--- src/rtl/pulse_request_scheduler.sv ---
// pulse_request_scheduler: turns rising edges on front-panel button levels into latched
// requests and serialises them round-robin onto a shared datapath as one-cycle one-hot
// pulses, honouring Ready and a fixed holdoff gap after every grant.
// Optional feature: define PRS_DROP_COUNT_EN to build the saturating DropCount counter;
// otherwise DropCount is tied to zero and dropped presses are discarded silently.
module pulse_request_scheduler #(
   parameter int unsigned NUM_REQ = 4,
   parameter int unsigned HOLDOFF = 3
) (
   input  logic                       Clk,
   input  logic                       Reset,
   input  logic [NUM_REQ-1:0]         DataIn,
   input  logic                       Ready,
   output logic [NUM_REQ-1:0]         DataOut,
   output logic [$clog2(NUM_REQ)-1:0] GrantId,
   output logic [NUM_REQ-1:0]         Pending,
   output logic                       Busy,
   output logic [7:0]                 DropCount
);

   localparam int unsigned IdW = $clog2(NUM_REQ);
   localparam logic [IdW-1:0] LastId = IdW'(NUM_REQ - 1);
   // HOLD is left when the counter reads zero, so it is loaded with HOLDOFF-1.
   localparam logic [3:0] HoldInit = (HOLDOFF > 0) ? 4'(HOLDOFF - 1) : 4'd0;

   typedef enum logic [1:0] {StIdle, StGrant, StHold} state_e;

   state_e             state_q, state_d;
   logic [3:0]         hold_cnt_q, hold_cnt_d;
   logic [NUM_REQ-1:0] prev_q;
   logic [NUM_REQ-1:0] pending_q, pending_d;
   logic [NUM_REQ-1:0] dataout_q, dataout_d;
   logic [IdW-1:0]     grant_id_q, grant_id_d;
   logic [NUM_REQ-1:0] edge_det;
   logic [NUM_REQ-1:0] clear_mask;
   logic               sel_found;
   logic [IdW-1:0]     sel_idx;
   logic [IdW:0]       cand;

   assign edge_det = DataIn & ~prev_q;

   // Round-robin search: first pending channel starting just after the last grant.
   always_comb begin
      sel_found = 1'b0;
      sel_idx   = '0;
      cand      = '0;
      for (int off = 1; off <= int'(NUM_REQ); off++) begin
         cand = {1'b0, grant_id_q} + (IdW+1)'(off);
         if (cand >= (IdW+1)'(NUM_REQ)) begin
            cand = cand - (IdW+1)'(NUM_REQ);
         end
         if (!sel_found && pending_q[cand[IdW-1:0]]) begin
            sel_found = 1'b1;
            sel_idx   = cand[IdW-1:0];
         end
      end
   end

   // FSM next state, grant pulse, grant index and pending-clear mask.
   always_comb begin
      state_d    = state_q;
      hold_cnt_d = hold_cnt_q;
      dataout_d  = '0;
      grant_id_d = grant_id_q;
      clear_mask = '0;
      unique case (state_q)
         StIdle: begin
            if (sel_found && Ready) begin
               state_d             = StGrant;
               dataout_d[sel_idx]  = 1'b1;
               grant_id_d          = sel_idx;
               clear_mask[sel_idx] = 1'b1;
            end
         end
         StGrant: begin
            if (HOLDOFF > 0) begin
               state_d    = StHold;
               hold_cnt_d = HoldInit;
            end else begin
               state_d = StIdle;
            end
         end
         StHold: begin
            if (hold_cnt_q == 4'd0) begin
               state_d = StIdle;
            end else begin
               hold_cnt_d = hold_cnt_q - 4'd1;
            end
         end
         default: state_d = StIdle;
      endcase
   end

   // A fresh edge on the channel being served re-arms it rather than counting as a drop.
   always_comb begin
      pending_d = (pending_q & ~clear_mask) | edge_det;
   end

   // State, request and output registers.
   always_ff @(posedge Clk) begin
      if (Reset) begin
         state_q    <= StIdle;
         hold_cnt_q <= 4'd0;
         prev_q     <= '1;
         pending_q  <= '0;
         dataout_q  <= '0;
         grant_id_q <= LastId;
      end else begin
         state_q    <= state_d;
         hold_cnt_q <= hold_cnt_d;
         prev_q     <= DataIn;
         pending_q  <= pending_d;
         dataout_q  <= dataout_d;
         grant_id_q <= grant_id_d;
      end
   end

`ifdef PRS_DROP_COUNT_EN
   logic       drop_hit;
   logic [7:0] drop_cnt_q;

   assign drop_hit = |(edge_det & pending_q & ~clear_mask);

   // Saturating drop counter; simultaneous drops on several channels count once.
   always_ff @(posedge Clk) begin
      if (Reset) begin
         drop_cnt_q <= 8'd0;
      end else if (drop_hit && (drop_cnt_q != 8'hff)) begin
         drop_cnt_q <= drop_cnt_q + 8'd1;
      end
   end

   assign DropCount = drop_cnt_q;
`else
   assign DropCount = 8'd0;
`endif

   assign DataOut = dataout_q;
   assign GrantId = grant_id_q;
   assign Pending = pending_q;
   assign Busy    = (state_q != StIdle);

endmodule

--- config.mk ---
export PLATFORM = sky130hd
export DESIGN_NAME = pulse_request_scheduler
export DESIGN_NICKNAME = d
export VERILOG_FILES = /design/src/rtl/pulse_request_scheduler.sv
export SDC_FILE = /design/constraint.sdc
export NUM_CORES = 1
export LEC_CHECK = 0
export CAP_MARGIN = 10
export CORE_MARGIN = 2
export CORE_UTILIZATION = 35
export DETAILED_ROUTE_END_ITERATION = 16
export GPL_TIMING_DRIVEN = 0
export SLEW_MARGIN = 10
export SYNTH_ARGS = -nofsm -noshare
export SYNTH_HDL_FRONTEND = slang
export SYNTH_SLANG_ARGS = --single-unit
--- constraint.sdc ---
create_clock -name Clk -period 1.7 [get_ports Clk]
set_clock_uncertainty 0.1 [all_clocks]
set_input_delay 0.17 -clock Clk [delete_from_list [all_inputs] [get_ports Clk]]
set_output_delay 0.17 -clock Clk [all_outputs]
set_load 0.01 [all_outputs]
Word-level counts from Yosys, hierarchy flattened
Cells that the tools add are included.
{"block": "word_totals", "register_bits": 20, "latch_bits": 0, "ram_bits": 0, "mem_bits_ro": 0, "inputBits": 7, "out_inout_bits": 19, "n_memories": 0}
{"block": "op_classes", "n_addsub": 9, "multipliers": 0, "n_div": 0, "order_cmp": 10, "n_eq_ne": 5, "n_shift": 0, "muxes": 29, "bitwise": 5, "n_reduce_logical": 15}
{"op": "$mux 2", "n": 10}
{"op": "$lt 2x3->1 const B", "n": 5}
{"op": "$ge 3x3->1 const B", "n": 4}
{"op": "$mux 4", "n": 3}
{"op": "$mux 1", "n": 9}
{"op": "$and 4x4->4", "n": 2}
{"op": "$bmux 1 s2", "n": 4}
{"op": "$not 4->4", "n": 2}
{"op": "$pmux 4 s2", "n": 1}
{"op": "$sub 2x1->2 const B", "n": 4}
{"op": "$add 2x2->3 const B", "n": 2}
{"op": "$ne 2x2->1 const B", "n": 3}
{"op": "$pmux 2 s3", "n": 1}
{"op": "$reduce_and 2->1", "n": 3}
{"op": "$logic_and 1x1->1", "n": 5}
{"op": "$logic_not 4->1", "n": 1}
{"op": "$or 4x4->4", "n": 1}
{"op": "$reduce_bool 2->1", "n": 2}
{"op": "$sub 4x1->4 const B", "n": 1}
{"op": "$add 2x1->3 const B", "n": 1}
{"op": "$add 2x3->3 const B", "n": 1}
{"op": "$logic_not 1->1", "n": 3}
{"op": "$demux 1 s2", "n": 1}
{"op": "$eq 2x1->1 const B", "n": 1}
{"op": "other kinds (3)", "n": 3}

Depth between registers and ports, before layout
Gate-level depths: netlist of run 1.
{"block": "logic_depth", "depth_word": 24, "depth_mapped": 6, "ltp_nobuf": 6}

Worst setup path before layout of run 1
No wires, ideal clock.
{"block": "synth_path", "path_type": "register to register", "from": "register pending_q[3] (netlist: Pending[3])", "to": "register grant_id_q[1] (netlist: GrantId[1])", "t_arrival_ps": 1304, "required_ps": 1480, "slack_ps": 177, "path_stages_with_launch": 5, "path_cell_list": "dfxtp_1 > or2_4 > o311ai_4 > nor2_2 > a211o_1"}
{"block": "synth_via", "elab_chain_len": 14, "word_cells_on_any_way": 24}
{"element": "start: declaration", "line": "31", "rtl": "logic [NUM_REQ-1:0] pending_q, pending_d;"}
{"element": "start signal: assignment", "line": "112", "rtl": "pending_q <= pending_d;"}
{"element": "$bmux 1 s2", "line": "52", "rtl": "if (!sel_found && pending_q[cand[IdW-1:0]]) begin"}
{"element": "$mux 1 (not written as such)", "line": "52"}
{"element": "$mux 1", "line": "52"}
{"element": "$logic_not 1->1", "line": "52"}
{"element": "$logic_and 1x1->1", "line": "52"}
{"element": "$mux 1", "line": "52"}
{"element": "$logic_not 1->1", "line": "52"}
{"element": "$logic_and 1x1->1", "line": "52"}
{"element": "$mux 1", "line": "52"}
{"element": "$logic_not 1->1", "line": "52"}
{"element": "$logic_and 1x1->1", "line": "52"}
{"element": "$mux 1", "line": "52"}
{"element": "$logic_and 1x1->1", "line": "68", "rtl": "if (sel_found && Ready) begin"}
{"element": "$reduce_and 2->1 (no source line)"}
{"element": "end signal: assignment", "line": "107", "rtl": "grant_id_q <= LastId;"}
{"element": "end signal: assignment", "line": "114", "rtl": "grant_id_q <= grant_id_d;"}
{"element": "end: declaration", "line": "33", "rtl": "logic [IdW-1:0] grant_id_q, grant_id_d;"}
Parallel ways exist; a longest one is shown, timed or not. The select of a mux whose other input is x is not followed.
A chain may end at the register's enable or synchronous reset.

Worst setup path in the final report of run 1
{"block": "layout_path", "from": "register hold_cnt_q[0]", "to": "register hold_cnt_q[1]"}
{"block": "layout_via", "elab_chain_len": 3, "word_cells_on_any_way": 6}
{"element": "start: declaration", "line": "29", "rtl": "logic [3:0] hold_cnt_q, hold_cnt_d;"}
{"element": "start signal: assignment", "line": "110", "rtl": "hold_cnt_q <= hold_cnt_d;"}
{"element": "$sub 4x1->4 / $logic_not 4->1 (equally long branches)", "line": "87, 84"}
{"element": "$mux 4 / $ne 2x2->1 (equally long branches)"}
{"element": "$pmux 4 s2 / $reduce_and 2->1 (equally long branches)"}
Parallel ways exist; a longest one is shown, timed or not. The select of a mux whose other input is x is not followed.

==> results of run 1 <==
-- worst max-delay path, stage by stage, from the launching register on --
cell and delay [ns]:
dfxtp_1 0.35, inv_1 0.08, ha_1 0.21, or3b_4 0.43, a211oi_2 0.25, a311oi_1 0.08
-- per-stage QoR --
step | instances | cell area [sq um]
finish | 158 | 1230
global route | 158 | 1230
CTS | 158 | 1210
detailed placement | 155 | 1180
global placement | 155 | 1180
floorplan | 108 | 975
-- power breakdown --
group          internal [uW]  switching [uW]  total [uW]
sequential               493            27.5         521
clock                   82.4             131         214
combinational            108            94.0         202
total                    683             253         936
-- final timing paths --
| path | start | to | slack, ns |
|---|---|---|---|
| max | hold_cnt_q[0] | hold_cnt_q[1] | 0.07 |
| min | DataIn[0] | prev_q[0] | 0.37 |
| max reg2reg | hold_cnt_q[0] | hold_cnt_q[1] | 0.07 |
| min reg2reg | hold_cnt_q[0] | hold_cnt_q[0] | 0.40 |
-- metal layers --
layer / GRT usage (%) / vias to the layer above
met3: 2.33 / 2
met4: 4.08 / 0
met2: 19.5 / 20
li1: - / 396
met5: 0 / -
met1: 16.0 / 345
-- what timing repair did --
item,CTS,global route
endpoints found under the setup margin,1,7
cloned,0,0
resized for setup,4,7
-- sequential cells by signal, indices dropped and copies added (netlist names) --
name / count
prev_q: 4
DataOut: 4
Pending: 4
GrantId: 2
hold_cnt_q: 4
state_q: 2
-- final cells by class --
cell class | instances | area (sq um)
timing repair buffer | 17 | 169
tap | 30 | 37.5
fill | 252 | 1290
sequential | 20 | 405
multi-input combinational | 75 | 515
inverter | 3 | 11.3
buffer | 10 | 71.3
clock buffer | 3 | 22.5
-- logic make-up (layout without fill, tap and decap cells) --
logic type	Yosys count	after routing	synth area share, %
AOI/OAI and AO/OA	21	21	19.0
other	1	8	0.395
muxes	1	1	1.06
adders and majority gates	1	1	1.32
DFF	20	20	42.2
and+or+nand+nor	44	44	27.6
buffers and inverters	13	33	8.44
-- layout by cell type (no fill, tap or decap), types with 2 or more instances in the layout --
| cell type | count |
|---|---|
| buf_4 | 9 |
| clkbuf_4 | 3 |
| nand3_1 | 2 |
| nor2_1 | 8 |
| clkdlybuf4s50_1 | 16 |
| or2_2 | 4 |
| conb_1 | 8 |
| nor2_2 | 2 |
| dfxtp_2 | 4 |
| nand2_1 | 3 |
| a21oi_1 | 5 |
| inv_1 | 3 |
| a311oi_1 | 4 |
| nand2b_1 | 7 |
| dfxtp_1 | 16 |
| or3_1 | 2 |
| nor2b_1 | 7 |
==> impl_results.md, run 1 <==
* Met2 WL at approximately 850 um
* Fmax achieved at 615 MHz
* # diodes at 0
* Clock latency on the worst-skew pair at 0.29 ns
* Prevailing post-synth register cell: dfxtp_1
* Postcts setup bufs at 0
* WP data arrival at 1.69 ns
* Hold Path Cell Cnt at 2
* Clock net sink count at 20
* Hold buffer count at CTS at 0
* Critical Path RT at approximately 1.8 ns
* Drt drc at 0
* Antenna violations before repair at 0
* Hold_ws at approximately 0.37 ns
* Synthesized instance count at 101
* CTS Root Cell: clkbuf_4
* Layout area overhead at 29.9%
* Hold WC Path Type: in2reg
* Via count at around 760
* Cell Area, Synth at ~950 sq um
* Max-slew violations at 0
* Peak VDD IR at 0.546 mV
* Met3 WL post-DR at about 94 um
* Post-layout net count at 138
* Status: finished, final reports clean
* Max Cap Violations at 0
* Crit path launch type: flip-flop
* Crit-path max FO at 4
* Count leader, synth: dfxtp_1
* Cts bufs inserted at 3
* I/O pin cnt at 26
* Crit share post-route at 95.6%
* Finished Core Util at 48.9%
* Iteration-0 DRC Markers at 8
* Largest net degree at the start of global routing at 11
* # port buffers at 17
* GRT overflow at 0
* CP Class: reg2reg
* Max layer used: met4
* Detailed-route wire length at approximately 1800 um
* Clock slew at reported path FFs at 0.10 ns
* Worst r2r path cells at 5
* Final Hold Viols at 0
* Post-DP HPWL at 1390 um
* CP endpoint kind: flip-flop
* Number of synthesized flops with an enable pin at 0
* Yosys top cell by area: dfxtp_1
* Seq/Total Area, Yosys at around 42%
* Final Total Pwr at 936 uW
* Post-synth top area share at about 42%
* # setup viols final at 0
* Pwr dens at 759 nW/um^2
* Top post-synthesis cells by area: dfxtp_1, buf_4, nand2b_1
* Avg Cell Area, Syn at 9.39 sq um
* Tot GR Track Use at 12.1%
* Die H at ~56 um
* Die ar. at 3140 sq um
* Core area at about 2500 sq um
* Max Root-Sink Buffers at 2
* Wire per inst at between 10 and 15 um
* Share of async-settable or async-resettable flops after synthesis at 0%
* Drt pass-1 iters at 4
* Post-Place Worst Slack at just over 0.03 ns
* Global-route wire length before repair at 3020 um
* # rows at 18
* Library cells used by synthesis at 37
* Initial Util at 37.6%
* Final ANT Viol Nets at 0
* Tmin final at roughly 1.6 ns
* #FFs+latches synth at 20
* Metal-1 WL at 871 um
* Sum of negative setup slack at 0 ns
* RSZ-0062 raised after global routing: no
* Die Wd at 56.1 um
* Vias in the first global route at 683
* Most instantiated cells after synthesis: dfxtp_1, buf_4, nor2_1
* Vias per inst at 4.83
* CTS tree: done
* Ys Warns at 0
* Layout cells sized above 1 at around a quarter
* Routability Congestion at 0.726
* Final worst slack at 0.0741 ns
* H-tree Lvls at 1
* Leak at between 0.0004 and 0.0005 uW
Power figures use the tool's default switching activity.
==> run 2, diff against run 1 <==
--- a/config.mk
+++ b/config.mk
@@ -10,7 +10,7 @@
 export CORE_UTILIZATION = 35
 export DETAILED_ROUTE_END_ITERATION = 16
 export GPL_TIMING_DRIVEN = 0
-export SLEW_MARGIN = 10
+export SLEW_MARGIN = 20
 export SYNTH_ARGS = -nofsm -noshare
 export SYNTH_HDL_FRONTEND = slang
 export SYNTH_SLANG_ARGS = --single-unit
==> results of run 2 <==
The final DEF is identical to that of run 1; final timing and power are the same.
==> run 3, diff against run 2 <==
--- a/config.mk
+++ b/config.mk
@@ -6,10 +6,14 @@
 export NUM_CORES = 1
 export LEC_CHECK = 0
 export CAP_MARGIN = 10
+export CELL_PAD_IN_SITES_DETAIL_PLACEMENT = 1
+export CELL_PAD_IN_SITES_GLOBAL_PLACEMENT = 2
 export CORE_MARGIN = 2
-export CORE_UTILIZATION = 35
+export CORE_UTILIZATION = 25
 export DETAILED_ROUTE_END_ITERATION = 16
+export GPL_ROUTABILITY_DRIVEN = 1
 export GPL_TIMING_DRIVEN = 0
+export PLACE_DENSITY_LB_ADDON = 0.1
 export SLEW_MARGIN = 20
 export SYNTH_ARGS = -nofsm -noshare
 export SYNTH_HDL_FRONTEND = slang
==> constraint.sdc (replaced) <==
create_clock -name Clk -period 1.36 [get_ports Clk]
set_clock_uncertainty 0.1 [all_clocks]
set_input_delay 0.136 -clock Clk [delete_from_list [all_inputs] [get_ports Clk]]
set_output_delay 0.136 -clock Clk [all_outputs]
set_load 0.01 [all_outputs]
==> run 3 against run 2 <==
Final cell count rose by 21%. Global-route usage fell by 0.053 points. Highest routed layer unchanged. Count of clock-buffer cells in the layout did not move. Clock power rose to 2.8 times the previous value. Critical path depth did not move. The run now ends with negative setup slack left. Flip-flop and latch count did not move. Worst setup slack got worse by 0.20 ns. Utilization fell by 7.2 points. Register-to-register slack got worse by 0.20 ns. Sequential power rose by 24%. Maximum frequency rose by 9.4%. Cell area rose by 24%.
==> impl_results.md, run 3 (synthesis gave the netlist of run 1 again) <==
* Status: finished, violations left (was finished, final reports clean)
* Failing checks: negative setup slack
* Final worst slack at -0.126 ns (was 0.0741 ns)
* Largest net degree at the start of global routing at 13 (was 11)
* Sequential power share at 41.3% (was 55.6%)
* Via count at 855 (was 763)
* Crit path launch type: flip-flop (unchanged)
* # port buffers at 17 (unchanged)
* Routability Congestion at 0.643 (was 0.726)
* Placed cell area at 1240 sq um (was 1180 sq um)
* Reg2reg end: GrantId[1] (was hold_cnt_q[1])
* Tot GR Track Use at 12.0% (was 12.1%)
* Final ANT Viol Nets at 0 (unchanged)
* Crit share post-route at 109% (was 95.6%)
* P_int at 1180 uW (was 683 uW)
* Clock latency on the worst-skew pair at 0.26 ns (was 0.29 ns)
* Clock slew at reported path FFs at 0.08 ns (was 0.10 ns)
* Detailed-route wire length at 2460 um (was 1830 um)
* Post-layout net count at 152 (was 138)
* Leak at 0.000702 uW (was 0.000483 uW)
* Switch share at 24.9% (was 27.0%)
* Reg-to-reg setup timing slack at -0.13 ns (was 0.07 ns)
* Die H at 65.6 um (was 56.1 um)
* CP Class: reg2reg (unchanged)
* Hold WC Path Type: in2reg (unchanged)
* Critical Path RT at 1.41 ns (was 1.77 ns)
* CTS Root Cell: clkbuf_8 (was clkbuf_4)
* CP endpoint kind: flip-flop (unchanged)
* Die Wd at 65.6 um (was 56.1 um)
* Post-Place Worst Slack at -0.341 ns (was 0.0308 ns)
* Clock share of power at 38.1% (was 22.8%)
* Combinational fraction of design power at 20.6% (was 21.5%)
* Reg2reg start: Pending[3] (was hold_cnt_q[0])
* # rows at 22 (was 18)
* Cts bufs inserted at 3 (unchanged)
* Iteration-0 DRC Markers at 25 (was 8)
* Max Root-Sink Buffers at 2 (unchanged)
* GRT overflow at 0 (unchanged)
* Initial Util at 25.9% (was 37.6%)
* Fmax achieved at 673 MHz (was 615 MHz)
* Antenna violations before repair at 0 (unchanged)
* # diodes at 0 (unchanged)
* Tmin final at 1.49 ns (was 1.63 ns)
* Placed insts at 173 (was 155)
* Hold Path Cell Cnt at 2 (unchanged)
* I/O pin cnt at 26 (unchanged)
* Hold buffer count at CTS at 0 (unchanged)
* WP data arrival at 1.54 ns (was 1.69 ns)
* Sum of negative setup slack at -1.00 ns (was 0 ns)
* Vias per inst at 4.48 (was 4.83)
* Hold wc startpoint: DataIn[1] (was DataIn[0])
* Hold Path Sink: prev_q[1] (was prev_q[0])
* Finished Core Util at 41.7% (was 48.9%)
* Global-route wire length before repair at 3920 um (was 3020 um)
* Drt drc at 0 (unchanged)
* Max-slew violations at 0 (unchanged)
* Post-DP HPWL at 1630 um (was 1390 um)
* Die ar. at 4300 sq um (was 3140 sq um)
* Crit-path max FO at 7 (was 4)
* Worst r2r path cells at 5 (unchanged)
* Fin cells at 191 (was 158)
* Vias in the first global route at 797 (was 683)
* Commonest non-fill, non-tap cell in the layout: buf_4
* Final Cell Area at 1530 sq um (was 1230 sq um)
* Pwr dens at 1030 nW/um^2 (was 759 nW/um^2)
* RSZ-0062 raised after global routing: yes (was no)
* # setup viols final at 12 (was 0)
* Final Hold Viols at 0 (unchanged)
* H-tree Lvls at 1 (unchanged)
* CTS tree: done (unchanged)
* Layout area overhead at 60.9% (was 29.9%)
* Max Cap Violations at 0 (unchanged)
* Commonest cells after routing, fill and taps aside: buf_4, dfxtp_1, conb_1 (was dfxtp_1, clkdlybuf4s50_1, buf_4)
* FILL cells at 415 (was 252)
* Peak VDD IR at 0.618 mV (was 0.546 mV)
* Core area at 3660 sq um (was 2520 sq um)
* Wire per inst at 12.9 um (was 11.6 um)
* Layout cells sized above 1 at 48.3% (was 25.0%)
* Clock net sink count at 20 (unchanged)
* Switching pwr at 391 uW (was 253 uW)
* Drt pass-1 iters at 4 (unchanged)
[run 3: cell types whose count changed in the layout (fill, tap and decap cells not counted), moves of 3 or more]
cell | previous run | this run
clkdlybuf4s50_1 | 16 | 6
clkbuf_4 | 3 | 0
dfxtp_4 | 0 | 6
clkbuf_8 | 0 | 3
dlymetal6s2s_1 | 0 | 6
buf_4 | 9 | 21
dlygate4sd2_1 | 1 | 4
dfxtp_1 | 16 | 10
[run 3: area by class of cell]
cell class              count  area (sq um)  share of cell area [%]
inverters                   3          11.3                   0.738
multi-input cells          75           596                    39.0
repair buffers             31           284                    18.6
clock inverters             1          30.0                    1.97
plain buffers              10          76.3                    5.00
clock buffers               3          41.3                    2.70
well taps                  48          60.1                    3.93
flip-flops and latches     20           428                    28.0
[run 3: stage by stage]
| step | power, uW | hold WS, ns |
|---|---|---|
| floorplan | 825 | 0.114 |
| global placement | 919 | 0.375 |
| detailed placement | 926 | 0.389 |
| CTS | 1560 | 0.365 |
| global route | 1650 | 0.364 |
| finish | 1570 | 0.367 |
[run 3: routing by layer]
layer  track usage [%]  routed length (um)
met1              15.6                1150
met3              4.11                 107
met4              2.60                  12
met2              19.3                1190
met5                 0                   0
[run 3: worst max-delay path, stage by stage (launching register included)]
cell	delay, ns
dfxtp_4	0.37
or2_4	0.25
o311ai_4	0.22
buf_6	0.17
nor2_4	0.05
a211o_1	0.22
[run 3: how the worst max path moves through the flow]
| stage | start | end | slack, ns | cells past startpoint |
|---|---|---|---|---|
| finish | Pending[3] | GrantId[1] | -0.13 | 5 |
| detailed placement | Reset | GrantId[0] | -0.34 | 4 |
| global route | Pending[3] | GrantId[1] | -0.19 | 5 |
| CTS | Pending[3] | Pending[0] | -0.15 | 5 |
| floorplan | Pending[2] | GrantId[1] | -0.13 | 4 |
| global placement | Reset | GrantId[0] | -0.30 | 4 |
[run 3: repair_timing]
item                                    4_1_cts  5_1_grt
pin swaps                                     9       12
endpoints found under the setup margin       22       23
resized for setup                            20       23
buffers inserted                              8        6
[run 3: power groups by stage]
stage / sequential (uW) / clock [uW] / combinational, uW
6_report: 648 / 597 / 323
5_1_grt: 652 / 650 / 352
4_1_cts: 649 / 616 / 293
3_5_place_dp: 664 / 0 / 262
3_3_place_gp: 664 / 0 / 256
2_1_floorplan: 663 / 0 / 162
